[config.mk]
export PLATFORM = sky130hd
export DESIGN_NAME = layer1_drain
export DESIGN_NICKNAME = d
export VERILOG_FILES = /design/src/rtl/layer1_drain.sv
export SDC_FILE = /design/constraint.sdc
export NUM_CORES = 1
export LEC_CHECK = 0
export CORE_UTILIZATION = 55
export DETAILED_ROUTE_END_ITERATION = 6
export GPL_ROUTABILITY_DRIVEN = 1
export PLACE_DENSITY_LB_ADDON = 0.1
export SLEW_MARGIN = 20
export SYNTH_ARGS = -nofsm -noshare
export SYNTH_HDL_FRONTEND = slang
export SYNTH_SLANG_ARGS = --single-unit
[constraint.sdc]
create_clock -name clk -period 4.1 [get_ports clk]
set_input_delay 0.41 -clock clk [delete_from_list [all_inputs] [get_ports clk]]
set_output_delay 0.41 -clock clk [all_outputs]
set_load 0.05 [all_outputs]
[src/rtl/layer1_drain.sv]
// layer1_drain: Layer-1 MAC array output collector.
// Captures NUM_MAC signed DW-bit column sums into a two-bank ping-pong
// buffer, with optional ReLU applied at capture. Drains the banks in
// capture order as a serial valid/ready word stream.
// Ports:
//   clk, reset        clock; asynchronous active-low reset
//   column, col_valid packed column sums and their one-cycle strobe
//   col_ready         at least one bank free (decoded from the full flags)
//   out_data/index/last/valid, out_ready  serial word stream
//   drop_err          sticky: a column arrived with both banks full
//   busy              any bank holds an undrained column
module layer1_drain #(
  parameter int unsigned NUM_MAC = 10,
  parameter int unsigned DW      = 16,
  parameter bit          RELU_EN = 1'b1
) (
  input  logic                  clk,
  input  logic                  reset,
  input  logic [NUM_MAC*DW-1:0] column,
  input  logic                  col_valid,
  output logic                  col_ready,
  output logic [DW-1:0]         out_data,
  output logic [3:0]            out_index,
  output logic                  out_last,
  output logic                  out_valid,
  input  logic                  out_ready,
  output logic                  drop_err,
  output logic                  busy
);

  localparam int unsigned IW       = 4;
  localparam logic [IW-1:0] LAST_IDX = IW'(NUM_MAC - 1);

  typedef enum logic {S_IDLE = 1'b0, S_DRAIN = 1'b1} state_t;

  state_t        state, state_nxt;
  logic [DW-1:0] bank [2][NUM_MAC];
  logic [DW-1:0] lane_val [NUM_MAC];
  logic [1:0]    full, full_nxt;
  logic          wr_ptr, wr_nxt;
  logic          rd_ptr, rd_nxt;
  logic [IW-1:0] idx, idx_nxt;
  logic [DW-1:0] data_nxt;
  logic          last_nxt;
  logic          cap, drop, hs;

  assign col_ready = ~(full[0] & full[1]);
  assign busy      = full[0] | full[1];
  assign out_valid = (state == S_DRAIN);
  assign out_index = idx;

  assign cap  = col_valid & col_ready;
  assign drop = col_valid & ~col_ready;
  assign hs   = out_valid & out_ready;

  // Lane unpacking with optional ReLU sign clamp
  always_comb begin
    for (int i = 0; i < NUM_MAC; i++) begin
      lane_val[i] = column[DW*i +: DW];
      if (RELU_EN && column[DW*i + DW - 1]) lane_val[i] = '0;
    end
  end

  // Next-state, pointer, flag and output-word logic
  always_comb begin
    state_nxt = state;
    full_nxt  = full;
    wr_nxt    = wr_ptr;
    rd_nxt    = rd_ptr;
    idx_nxt   = idx;
    data_nxt  = '0;
    last_nxt  = 1'b0;

    if (cap) begin
      full_nxt[wr_ptr] = 1'b1;
      wr_nxt           = ~wr_ptr;
    end

    case (state)
      S_IDLE: begin
        idx_nxt = '0;
        // Same-edge capture counts so lane 0 appears the cycle after capture
        if (full[rd_ptr] || (cap && (wr_ptr == rd_ptr))) state_nxt = S_DRAIN;
      end
      S_DRAIN: begin
        if (hs) begin
          if (idx == LAST_IDX) begin
            idx_nxt          = '0;
            full_nxt[rd_ptr] = 1'b0;
            rd_nxt           = ~rd_ptr;
            state_nxt        = full_nxt[~rd_ptr] ? S_DRAIN : S_IDLE;
          end else begin
            idx_nxt = idx + 1'b1;
          end
        end
      end
      default: state_nxt = S_IDLE;
    endcase

    // Bypass the capture path when the word to show is being written now
    if (state_nxt == S_DRAIN) begin
      if (cap && (wr_ptr == rd_nxt)) data_nxt = lane_val[idx_nxt];
      else                           data_nxt = bank[rd_nxt][idx_nxt];
      last_nxt = (idx_nxt == LAST_IDX);
    end
  end

  // State and datapath registers
  always_ff @(posedge clk or negedge reset) begin
    if (!reset) begin
      state    <= S_IDLE;
      full     <= '0;
      wr_ptr   <= 1'b0;
      rd_ptr   <= 1'b0;
      idx      <= '0;
      out_data <= '0;
      out_last <= 1'b0;
      drop_err <= 1'b0;
      for (int b = 0; b < 2; b++)
        for (int i = 0; i < NUM_MAC; i++)
          bank[b][i] <= '0;
    end else begin
      state    <= state_nxt;
      full     <= full_nxt;
      wr_ptr   <= wr_nxt;
      rd_ptr   <= rd_nxt;
      idx      <= idx_nxt;
      out_data <= data_nxt;
      out_last <= last_nxt;
      if (drop) drop_err <= 1'b1;
      if (cap)
        for (int i = 0; i < NUM_MAC; i++)
          bank[wr_ptr][i] <= lane_val[i];
    end
  end

endmodule

==> metrics.md <==
| Metric | Value |
|---|---|
| Slew margin rel. | 26.1% |
| Hold Crit Class | in -> async |
| Worst-Skew Late Latency | 0.52 ns |
| DR WL/cell | 22.6 um |
| Synthesis Warnings | 0 |
| Syn nets | approximately 2.2k |
| Number of fill cells | 2491 |
| Slowest-stage cell, CP | dfrtp_1 |
| Final cycle utilization of the critical path | between 80 and 90% |
| Chip height | 175 um |
| # port buffers | 188 |
| Crit path DAT | around 3.8 ns |
| Layout area overhead | 20.4% |
| Share of cells above drive strength 1 | 5.97% |
| Share of total power in sequential cells | roughly a third |
| Setup violators final | 0 |
| Post-synth EDFFs | 0 |
| Sw Share | 44.3% |
| Detailed Place HPWL | slightly above 40 mm |
| Critical path's top delay family | compound AO/OA/AOI/OAI gates |
| Core ar. | 29600 um^2 |
| Psw | 6.99 mW |
| Design area | between 15000 and 20000 um^2 |
| Cell count after synthesis | 2001 |
| Gr usage total | 37.7% |
| Initial drt markers | 1717 |
| Worst-path clk slew | 0.06 ns |
| Cts bufs inserted | 37 |
| First-pass GRT wire length | between 80 and 90 mm |
| Seq/Total Area, Yosys | slightly below 50% |
| RSZ-0062 raised after global routing | false |
| Nets | 2288 |
| Hold Vio Cnt, Final | 26 |
| Total vias in the final route | approximately 15k |
| DIE WIDTH | 175 um |
| Diodes inserted | 0 |
| Min Tclk post-route | about 3.4 ns |
| CTS Sinks | 327 |
| Worst vdd ir | between 0.6 and 0.7 mV |
| Fin Hold WS | -0.0297 ns |
| Internal | 8.80 mW |
| Root Driver | clkbuf_16 |
| Most common cell after layout, fill and taps aside | nand2_1 |
| Routed Antenna Nets | 0 |
| Clk pwr share | 20.0% |
| Max Freq | 294 MHz |
| Post-synth top flop | dfrtp_1 |
| Syn Area/Cell | around 8.3 um^2 |
| TNS Setup | 0 ns |
| Status | finished, violations left |
| Crit Path Class | reg -> reg |
| Initial antenna violation count | 0 |
| Clk_skew | 0.0177 ns |
| Crit path capture type | flip-flop |
| Yosys reg bits | between 300 and 400 |
| Startpoint types | flip-flop |
| CTS Buffer Depth | 3 |
| Max Slew Vio Count | 0 |
| Power per cell area | 794 nW/um^2 |
| Post-CTS Setup Repair Bufs | 0 |
| Non-filler instance count after layout | 2534 |
| GP Congestion | 0.973 |
| Crit-path cells | inv_1 > ha_1 > nand4b_4 > or3_1 > and2_4 > inv_4 > buf_12 > a211oi_1 > o21ai_0 > buf_4 > o2111ai_1 > a221oi_1 |
| Failing checks | negative hold slack |
| Combinational power share | between 40% and 50% |
| Cell Area, Placed | 18800 um^2 |
| Detailed-router iteration count before antenna repair | 7 |
| Post-synth ARST share | 100% |
| Post-CTS resize count | 0 |
| Max incr delay on CP | 0.50 ns |
| Standard-cell rows | 63 |
| Bufs and invs on worst path | 4 |
| GRT overflow | 0 |
| Commonest non-fill, non-tap cells in the layout | nand2_1, o21ai_0, dfrtp_1 |
| IO Count | 189 |
| Synth cell types | 53 |
| CTS tree | yes |
| Max Cap Viol | 0 |
| Largest net degree at the start of global routing | 239 |
| Worst EP required | between 4 and 5 ns |
| DR vias/cell | 6.07 |
| Worst-margin pin slew | 1.11 ns |
| H-tree levels | 2 |
| Post-Syn Area | 16500 um^2 |
| Drt drc | 0 |
| Total Routed Length | 57.2 mm |
| Maximum fanout along the worst path | 33 |
| Placed Instances | roughly 2.5k |
| Die ar. | 30700 um^2 |
| Leakage | 8.71 nW |
| Initial Util | a little under three fifths |
| Hold-fix buffers, CTS | 0 |
| Vias in the first global route | 14.6k |
## stage by stage
step	setup slack [ns]	power, mW	util [%]
global route	0.557	16.6	67.3
CTS	0.715	15.6	67.3
detailed placement	0.300	12.5	63.4
finish	0.704	15.8	67.3
global placement	0.418	12.3	63.4
floorplan	1.43	9.60	-
## kinds of logic after synthesis
logic type	synth area share, %
DFF	49.6
other	0.0227
AOI/OAI and AO/OA	17.8
and+or+nand+nor	25.9
muxes	1.95
adders and majority gates	0.152
xor gates and xnor gates	0.296
buffers and inverters	4.31
## sequential cells by signal (all words and copies together), names as in the netlist
| name | cells |
|---|---|
| wr_ptr | 1 |
| out_valid | 1 |
| full | 2 |
| out_data | 16 |
| rd_ptr | 1 |
| out_last | 1 |
| bank | 300 |
| out_index | 4 |
| drop_err | 1 |
## synth_stat cells, types with 2 or more instances
| cell | number | area [um^2] |
|---|---|---|
| a2111oi_0 | 8 | 70.1 |
| a211oi_1 | 29 | 218 |
| a21boi_0 | 2 | 15.0 |
| a21oi_1 | 31 | 155 |
| a221oi_1 | 5 | 43.8 |
| a221oi_2 | 6 | 90.1 |
| a22oi_1 | 3 | 22.5 |
| a311oi_1 | 6 | 52.6 |
| a31oi_1 | 33 | 206 |
| a32oi_1 | 22 | 193 |
| and3_1 | 36 | 225 |
| buf_1 | 9 | 33.8 |
| buf_2 | 27 | 135 |
| buf_4 | 8 | 60.1 |
| buf_6 | 2 | 22.5 |
| clkbuf_1 | 112 | 420 |
| dfrtp_1 | 327 | 8180 |
| ha_1 | 2 | 25.0 |
| inv_1 | 6 | 22.5 |
| inv_2 | 2 | 7.51 |
| mux2i_1 | 31 | 310 |
| nand2_1 | 532 | 2000 |
| nand2b_1 | 135 | 845 |
| nand3_1 | 35 | 175 |
| nand4_1 | 8 | 50.1 |
| nor2_1 | 134 | 503 |
| nor3_1 | 60 | 300 |
| nor4_1 | 4 | 25.0 |
| o2111ai_1 | 12 | 105 |
| o211ai_1 | 2 | 15.0 |
| o21ai_0 | 333 | 1670 |
| o32ai_1 | 5 | 43.8 |
| or2_2 | 2 | 12.5 |
| or3_1 | 12 | 75.1 |
| xor2_1 | 2 | 17.5 |
## power groups by stage
stage               registers [mW]  clock network (mW)  logic [mW]
finish                        5.41                3.15        7.23
global route                  5.53                3.29        7.79
CTS                           5.38                3.17        7.06
detailed placement            5.41                   0        7.05
global placement              5.40                   0        6.90
floorplan                     5.36                   0        4.24
## metal layers
metal / track usage (%) / routed length, um / up-vias
met3: 7.51 / 5350 / 145
met2: 56.4 / 25200 / 789
met5: 0 / 0 / -
met1: 53.5 / 24000 / 7376
met4: 16.0 / 2710 / 0
li1: - / - / 7059
## cell type report
class	count	area, um^2	area share, %
multi-input cells	1506	7650	38.5
inverters	9	36.3	0.182
flip-flops and latches	327	8180	41.2
clock buffers	54	1070	5.38
clock inverters	7	62.6	0.315
well taps	390	488	2.45
repair buffers	241	2400	12.1
## final timing paths
path / start / slack, ns / depth (start not counted) / to
max reg2reg: out_index[1] / 0.70 / 12 / out_data[10]
max in group asynchronous: reset / 3.09 / 2 / bank[264]
min reg2reg: bank[310] / 0.47 / 2 / bank[310]
min in group clk: bank[310] / 0.47 / 2 / bank[310]
min: reset / -0.03 / 1 / out_data[15]
max: out_index[1] / 0.70 / 12 / out_data[10]
Note: power is estimated with default switching activity, not from simulation.
